## src/rtl/snake_sound_pkg.sv

```systemverilog
// snake_sound_pkg: shared mode/state types and default note codes for the snake audio path
package snake_sound_pkg;
    typedef enum logic {OFF = 1'b0, ON = 1'b1} MODE_TYPES;
    typedef enum logic [1:0] {IDLE, PLAY, GAP, MUTED} SEQ_STATE_T;
    localparam int NOTE_C = 262;
    localparam int NOTE_DS = 311;
    localparam int NOTE_A = 440;
endpackage

```

## src/rtl/priority_encoder.sv

```systemverilog
// priority_encoder: lowest set index of a request vector plus a valid flag
module priority_encoder #(
    parameter int W = 4,
    parameter int IW = (W > 1) ? $clog2(W) : 1
) (
    input  logic [W-1:0]  req,
    output logic [IW-1:0] idx,
    output logic          valid
);
    // scan downwards so the lowest set bit is the last one written
    always_comb begin
        idx = '0;
        for (int i = W - 1; i >= 0; i--)
            if (req[i]) idx = IW'(i);
        valid = |req;
    end
endmodule

```

## src/rtl/sound_sequencer.sv

```systemverilog
// sound_sequencer: latches event edges and plays them one at a time as prioritised tones with gaps and mute
// Optional SOUND_PREEMPT_EN: a pending lower-index request aborts the tone now playing
module sound_sequencer
    import snake_sound_pkg::*;
#(
    parameter int NUM_EVENTS = 4,
    parameter int FREQ_W = 9,
    parameter int TONE_CYCLES = 1000,
    parameter int GAP_CYCLES = 100
) (
    input  logic                           clk,
    input  logic                           nRst,
    input  logic                           buttonPressed,
    input  logic [NUM_EVENTS-1:0]          evt,
    input  logic [NUM_EVENTS*FREQ_W-1:0]   evtFreq,
    output logic                           playSound,
    output logic [FREQ_W-1:0]              freq,
    output logic [$clog2(NUM_EVENTS)-1:0]  activeEvent,
    output logic [NUM_EVENTS-1:0]          pending,
    output MODE_TYPES                      mode_o
);
    localparam int AW = $clog2(NUM_EVENTS);
    localparam int CMAX = (TONE_CYCLES > GAP_CYCLES) ? TONE_CYCLES : GAP_CYCLES;
    localparam int CW = $clog2(CMAX + 1);

    SEQ_STATE_T state, state_n;
    logic [CW-1:0] cnt, cnt_n;
    logic [NUM_EVENTS-1:0] evt_prev, evt_edge, pend_n;
    logic btn_prev, btn_edge, grant, pvalid, preempt, play_n;
    logic [AW-1:0] pidx, act_n;
    logic [FREQ_W-1:0] freq_n;
    MODE_TYPES mode_n;

    assign evt_edge = evt & ~evt_prev;
    assign btn_edge = buttonPressed & ~btn_prev;

    priority_encoder #(.W(NUM_EVENTS), .IW(AW)) u_enc (
        .req(pending),
        .idx(pidx),
        .valid(pvalid)
    );

`ifdef SOUND_PREEMPT_EN
    assign preempt = pvalid && (pidx < activeEvent);
`else
    assign preempt = 1'b0;
`endif

    // state, counter, pending latch, edge history and registered outputs
    always_ff @(posedge clk or posedge nRst)
        if (nRst) begin
            state       <= IDLE;
            cnt         <= '0;
            evt_prev    <= '0;
            btn_prev    <= 1'b0;
            pending     <= '0;
            activeEvent <= '0;
            playSound   <= 1'b0;
            freq        <= '0;
            mode_o      <= ON;
        end else begin
            state       <= state_n;
            cnt         <= cnt_n;
            evt_prev    <= evt;
            btn_prev    <= buttonPressed;
            pending     <= pend_n;
            activeEvent <= act_n;
            playSound   <= play_n;
            freq        <= freq_n;
            mode_o      <= mode_n;
        end

    // sequencing: mute toggle first, then grants, tone countdown and gap countdown
    always_comb begin
        state_n = state;
        cnt_n = cnt;
        grant = 1'b0;
        if (btn_edge)
            state_n = (state == MUTED) ? IDLE : MUTED;
        else
            case (state)
                IDLE: grant = pvalid;
                PLAY:
                    if (preempt)
                        grant = 1'b1;
                    else if (cnt != '0)
                        cnt_n = cnt - 1'b1;
                    else if (GAP_CYCLES > 0) begin
                        state_n = GAP;
                        cnt_n = CW'(GAP_CYCLES - 1);
                    end else if (pvalid)
                        grant = 1'b1;
                    else
                        state_n = IDLE;
                GAP:
                    if (cnt != '0)
                        cnt_n = cnt - 1'b1;
                    else
                        state_n = IDLE;
                default: ;
            endcase
        if (grant) begin
            state_n = PLAY;
            cnt_n = CW'(TONE_CYCLES - 1);
        end
        act_n = grant ? pidx : activeEvent;
        pend_n = (state == MUTED || btn_edge) ? '0
               : (pending & ~(grant ? (NUM_EVENTS'(1) << pidx) : '0)) | evt_edge;
    end

    // next registered outputs; freq is captured at grant and held for the tone
    always_comb begin
        play_n = (state_n == PLAY);
        freq_n = !play_n ? '0 : grant ? evtFreq[pidx*FREQ_W +: FREQ_W] : freq;
        mode_n = (state_n == MUTED) ? OFF : ON;
    end
endmodule
```

## config.mk

```make
export PLATFORM = sky130hd
export DESIGN_NAME = sound_sequencer
export DESIGN_NICKNAME = d
export VERILOG_FILES = /design/src/rtl/snake_sound_pkg.sv /design/src/rtl/priority_encoder.sv /design/src/rtl/sound_sequencer.sv
export SDC_FILE = /design/constraint.sdc
export NUM_CORES = 1
export LEC_CHECK = 0
export ABC_AREA = 1
export BUFFER_PORTS_ARGS = -buffer_cell sky130_fd_sc_hd__buf_2
export CAP_MARGIN = 20
export CORE_UTILIZATION = 30
export CTS_CLUSTER_SIZE = 20
export DETAILED_ROUTE_END_ITERATION = 10
export PLACE_DENSITY = 0.65
export SLEW_MARGIN = 0
export SYNTH_ARGS = -nofsm -noshare
export SYNTH_HDL_FRONTEND = slang
export SYNTH_SLANG_ARGS = --single-unit
export TNS_END_PERCENT = 100
```

## constraint.sdc

```tcl
create_clock -name clk -period 1.85 [get_ports clk]
set_clock_uncertainty 0.15 [all_clocks]
set_input_delay 0.37 -clock clk [delete_from_list [all_inputs] [get_ports clk]]
set_output_delay 0.37 -clock clk [all_outputs]
set_load 0.1 [all_outputs]
```

==> results.toml, run 1 <==
[run_status]
status = "complete, but fails checks"
violations = "design-rule violations"

[route]
wl_met3_um = 230
drt_first_pass_iters = 8
drt_drc_violations_left = 7
wl_met2_um = 2290
vias = 1903
wl_um = 4970
drtIter0Drc = 128
vias_per_cell = 4.59
drtAntennaViolNets = 0
wl_per_cell_um = 12.0
drt-met1-wl_um = 2350
highest_layer = "met4"

[cells_and_area]
area_delta_synth_final_pct = 35.4
layout_common_cells = "58 x buf_2, 55 x nand2_1, 43 x inv_1"
fin_area_um2 = 2760
final_common_cell = "buf_2"
n_antenna_cell = 0
post-route-util_pct = 42.7
final_nets = 385
drive_gt1_share_pct = 37.9

[global_routing]
grt-ovfl-total = 0
grt_pass1_wl_um = 8180
grt_max_degree = 35
grtUsageTotal_pct = 14.4
grt_antenna_before_repair = 0
grt_pass1_vias = 1838

[timing]
rsz0062_at_grt = "yes"
slew_headroom_pct = 66.9
setup_slack_ps = 81.8
hold_slack_ps = 22.8
period_share_pct = 95.6
slew_viol_final = 0
worst_pin_slew_ps = 500
finalSetupViolations = 0
hold_viol = 0
fmax_mhz = 566
period_needed_ps = 1770

[worst_setup_path]
cp_common_cell = "nand2_4"
reg2reg_to = "freq[3]"
worstPathArrival_ps = 1830
worst_setup_path_start_kind = "flop"
path_depth = 10
rrSetupSlack_ps = 80
path_cells = "inv_2 > ha_4 > nand2_4 > nor2_4 > nand3_4 > nand2_4 > nand2_4 > nor2_4 > nand4_4 > o21bai_1"
cp-end-kind = "flop"
crit_family = "simple AND/OR/NAND/NOR gates"
worstSetupPathType = "flop to flop"
critPathBufInv = 1
worst-endpoint-required_ps = 1910
r2r_cells = 10
cp_slowest_stage_delay_ps = 400
rr_startpoint = "cnt[1]"
worstPathMaxFanout = 5
critPathSlowestCell = "dfrtp_1"

[synth]
syn_area_um2 = 2040
yosys_warnings = 0
synth_edf_count = 0
synth_nets = 305
synthFlopType = "dfrtp_1"
synth_top_area_share_pct = 40.5
synth_cell_types = 33
synth_top_area_cell = "dfrtp_1"
ys_seq_elements = 34
async_flop_share_pct = 100
synth_area_leaders = "dfrtp_1 41%, nand2_1 11%, inv_1 8.7%"
avgSynthCellArea_um2 = 7.93
synthCells = 257
synth-seq-area-share_pct = 41.8

[power_and_ir_drop]
p_leak_uw = 0.00146
switching_power_uw = 2680
p_comb_share_pct = 62.9
netSwitchingFraction_pct = 53.6
peakVddDrop_mv = 0.735
clkPwrFrac_pct = 12.8
p_seq_share_pct = 24.3
power.density_nw_per_um2 = 1810
p_int_uw = 2320

[placed_design]
dp_slack_ps = 48.0
dp_hpwl_um = 3690
io_buffer_count = 59
place_area_um2 = 2530
gp_congestion = 0.869

[clocking]
clock_path_buffers = 2
insertion_delay_ps = 280
numCtsBuffers = 5
cts_tree = "done"
clk_pin_slew_ps = 70
clock_sinks = 34
cts.htree.levels = 2
clock-root-buffer = "clkbuf_8"

[floorplanning]
die_x_um = 84.4
ios = 60
core-area_um2 = 6460
dieArea_um2 = 7130
initial_utilization_pct = 31.6
rows = 29
die_h_um = 84.4

[run]
maxCapViolCount = 0

[min_path]
worstHoldPathType = "input port to asynchronous set/reset pin"
## power groups by stage
stage,sequential [uW],clock [uW],combinational (uW)
after floorplan,1960,0,1450
after global placement,1210,0,2860
after detailed placement,1210,0,2910
after CTS,1200,656,2910
after global routing,1240,694,3450
final,1210,639,3150
## area by class of cell
type	instances	area (um2)
Tap cell	77	96.3
Inverter	51	196
Clock buffer	8	110
Multi-Input combinational cell	169	1060
Sequential cell	34	857
Timing Repair Buffer	76	438
Fill cell	658	3700
## synth_stat cells, types with 2 or more instances
cell      count
a21oi_1       7
a22oi_1       3
buf_2         2
dfrtp_1      33
ha_1          5
inv_1        47
inv_2         3
nand2_1      61
nand2_2       3
nand2_4       2
nand3_1      22
nand4_1      11
nor2_1        9
nor2_2        4
nor2_4        5
o21ai_0       8
o21ai_1       3
o21ai_2       2
o21bai_1      9
o31ai_1       2
xor2_1        4
## tightest hold or removal path, cell delays in order
cell and delay, ps:
buf_2 100, inv_1 40, buf_4 380
## per-layer routing
layer  up-vias  GRT usage, %
li1        980             -
met2        48          22.9
met4         0          6.63
met5         -             0
met1       869          19.0
met3         6          3.05
## stage by stage
| step | cells | power (uW) | setup TNS (ps) |
|---|---|---|---|
| floorplan | 257 | 3400 | 0 |
| global placement | 403 | 4070 | 0 |
| detailed placement | 403 | 4120 | 0 |
| CTS | 411 | 4770 | 0 |
| global route | 415 | 5380 | -161 |
| finish | 415 | 5000 | 0 |
## flip-flops by register name (all words and copies together) (netlist names)
name         flops
cnt             10
freq             9
evt_prev         4
pending          4
activeEvent      2
state            2
btn_prev         1
mode_o           1
playSound        1
## cell families after synthesis
logic type               after synthesis  synth area share [%]
flip-flops                            34                  41.8
AO/OA/AOI/OAI                         35                  10.9
XOR/XNOR                               5                  2.15
adder cells (fa/ha/maj)                5                  3.07
AND/OR/NAND/NOR                      123                  31.4
buffers and inverters                 55                  10.7
## worst max path at each step
| stage | startpoint | slack [ps] | endpoint |
|---|---|---|---|
| final | cnt[1] | 80 | freq[3] |
| after global routing | cnt[1] | -40 | freq[4] |
| after CTS | cnt[1] | 30 | freq[3] |
| after detailed placement | cnt[1] | 50 | freq[2] |
| after global placement | cnt[1] | 110 | freq[1] |
| after floorplan | pending[1] | 4 | cnt[3] |
## timing repair
item                       in CTS  in global routing
setup endpoints to repair       0                 23
hold endpoints to repair        0                  0
gates resized for setup         0                 22
hold buffers                    0                  0
setup buffers                   0                  3
Note: power is estimated with default switching activity, not from simulation.
==> run 2: changes to the inputs <==
--- a/config.mk
+++ b/config.mk
@@ -8,10 +8,10 @@
 export ABC_AREA = 1
 export BUFFER_PORTS_ARGS = -buffer_cell sky130_fd_sc_hd__buf_2
 export CAP_MARGIN = 20
-export CORE_UTILIZATION = 30
+export CORE_UTILIZATION = 47
 export CTS_CLUSTER_SIZE = 20
 export DETAILED_ROUTE_END_ITERATION = 10
-export PLACE_DENSITY = 0.65
+export PLACE_DENSITY = 0.89
 export SLEW_MARGIN = 0
 export SYNTH_ARGS = -nofsm -noshare
 export SYNTH_HDL_FRONTEND = slang
==> run 2 against run 1 <==
The flow now finishes without violations; worst setup slack improved by 6.4 ps; utilization rose by 22 points; global-route usage rose by 7.3 points; hold slack worse by 20 ps; sequential share of layout area grew 1.6 points; critical path depth unchanged; die area shrank 35%; final cell count fell by 7.7%.
==> results.toml, run 2 (synthesis gave the netlist of run 1 again) <==
[cells_and_area]
multi_input_area_um2 = 1020
post-route-util_pct = 64.3
final_nets = 380
top_register = "cnt"
final_common_cell = "buf_2"
fill_cells = 335
drive_gt1_share_pct = 35.7
n_antenna_cell = 0
layout_common_cells = "59 x buf_2, 58 x nand2_1, 43 x inv_1"
largest_reg_flops = 10
top_regs = "cnt: 10 flops, freq: 9 flops"
seq_area_um2 = 857
fin_area_um2 = 2630
area_delta_synth_final_pct = 28.9

[placed_design]
io_buffer_count = 59
dp_hpwl_um = 3520
place_area_um2 = 2440
gp_congestion = 0.859
dp_slack_ps = -10.5

[clocking]
clk_pin_slew_ps = 70
insertion_delay_ps = 290
clock_sinks = 34
clock-root-buffer = "clkbuf_8"
hold_buffers = 0
numCtsBuffers = 5
cts_tree = "done"
clock_path_buffers = 2
cts.htree.levels = 2

[power_and_ir_drop]
power_uw = 4760
peakVddDrop_mv = 1.10
power.density_nw_per_um2 = 1810
p_leak_uw = 0.00141

[worst_setup_path]
crit_family = "simple AND/OR/NAND/NOR gates"
worstPathArrival_ps = 1830
reg2reg_to = "freq[4]"
worst-endpoint-required_ps = 1920
path_cells = "inv_2 > ha_4 > nand2_4 > nor2_4 > nand3_2 > nand2_1 > nand2_2 > nor2_4 > nand4_2 > o21bai_1"
worstPathMaxFanout = 4
rrSetupSlack_ps = 90
critPathBufInv = 1
critPathSlowestCell = "dfrtp_1"
worst_setup_path_start_kind = "flop"
worstSetupPathType = "flop to flop"
cp_slowest_stage_delay_ps = 380
rr_startpoint = "cnt[0]"
cp_common_cell = "nor2_4"
r2r_cells = 10
cp-end-kind = "flop"

[route]
vias = 1951
drtAntennaViolNets = 0
drtIter0Drc = 212
wl_um = 4920
vias_per_cell = 5.09
drt_drc_violations_left = 0
wl_per_cell_um = 12.8
drt_first_pass_iters = 4

[timing]
slew_headroom_pct = 67.1
hold_slack_ps = 2.47
finalSetupViolations = 0
rsz0062_at_grt = "yes"
worst_pin_slew_ps = 497
period_share_pct = 95.2
setup_slack_ps = 88.2
fmax_mhz = 568
period_needed_ps = 1760
hold_viol = 0
slew_viol_final = 0

[floorplanning]
initial_utilization_pct = 49.9
ios = 60
die_h_um = 67.9
dieArea_um2 = 4600
core-area_um2 = 4090
rows = 23
die_x_um = 67.9

[run]
maxCapViolCount = 0

[global_routing]
grt-ovfl-total = 0
grt_antenna_before_repair = 0
grt_pass1_vias = 1702
grtUsageTotal_pct = 21.7
grt_max_degree = 35
grt_pass1_wl_um = 7350

[run_status]
status = "finished, final reports clean"

[min_path]
worstHoldPathType = "input port to asynchronous set/reset pin"
run 2: changes by cell type in the layout (fill, tap and decap cells not counted), sizes merged:
| cell | change |
|---|---|
| buf | -5 |
| clkbuf | -1 |
| clkinv | +1 |
| clkinvlp | +1 |
| inv | -1 |
run 2: what timing repair did:
action | CTS | global route
endpoints found under the setup margin | 2 | 24
pin swaps | 1 | 5
buffers inserted | 0 | 4
gates cloned | 0 | 1
resized for setup | 0 | 14
run 2: how the worst max path moves through the flow:
stage,endpoint,cells past startpoint,startpoint
final,freq[4],10,cnt[0]
after global routing,freq[3],10,state[0]
after CTS,freq[4],10,cnt[0]
after detailed placement,freq[8],10,cnt[0]
after global placement,freq[5],10,cnt[0]
after floorplan,cnt[3],11,pending[1]
run 2: metal layers:
layer	global-route usage, %	wire length [um]
met3	4.67	257
met1	28.8	2170
met5	0	0
met2	34.0	2420
met4	9.38	67
run 2: layout make-up:
cell class	count	share of cell area, %
multi-input cells	169	38.8
flip-flops and latches	34	32.6
repair buffers	71	15.1
inverters	51	7.62
clock buffers	7	3.29
well taps	50	2.38
clock inverters	1	0.190
run 2: through the flow:
step	cells	setup TNS (ps)
after CTS	378	0
after global routing	383	-414
after floorplan	257	0
after global placement	370	0
final	383	0
after detailed placement	370	-10.5
run 2: report_power, final:
group	internal, uW	switching (uW)
Combinational	848	2140
Clock	300	269
Sequential	995	203
run 2: tightest hold or removal path, delay by kind of cell:
| kind | cells | cell delay [ps] |
|---|---|---|
| buffers and inverters | 3 | 510 |
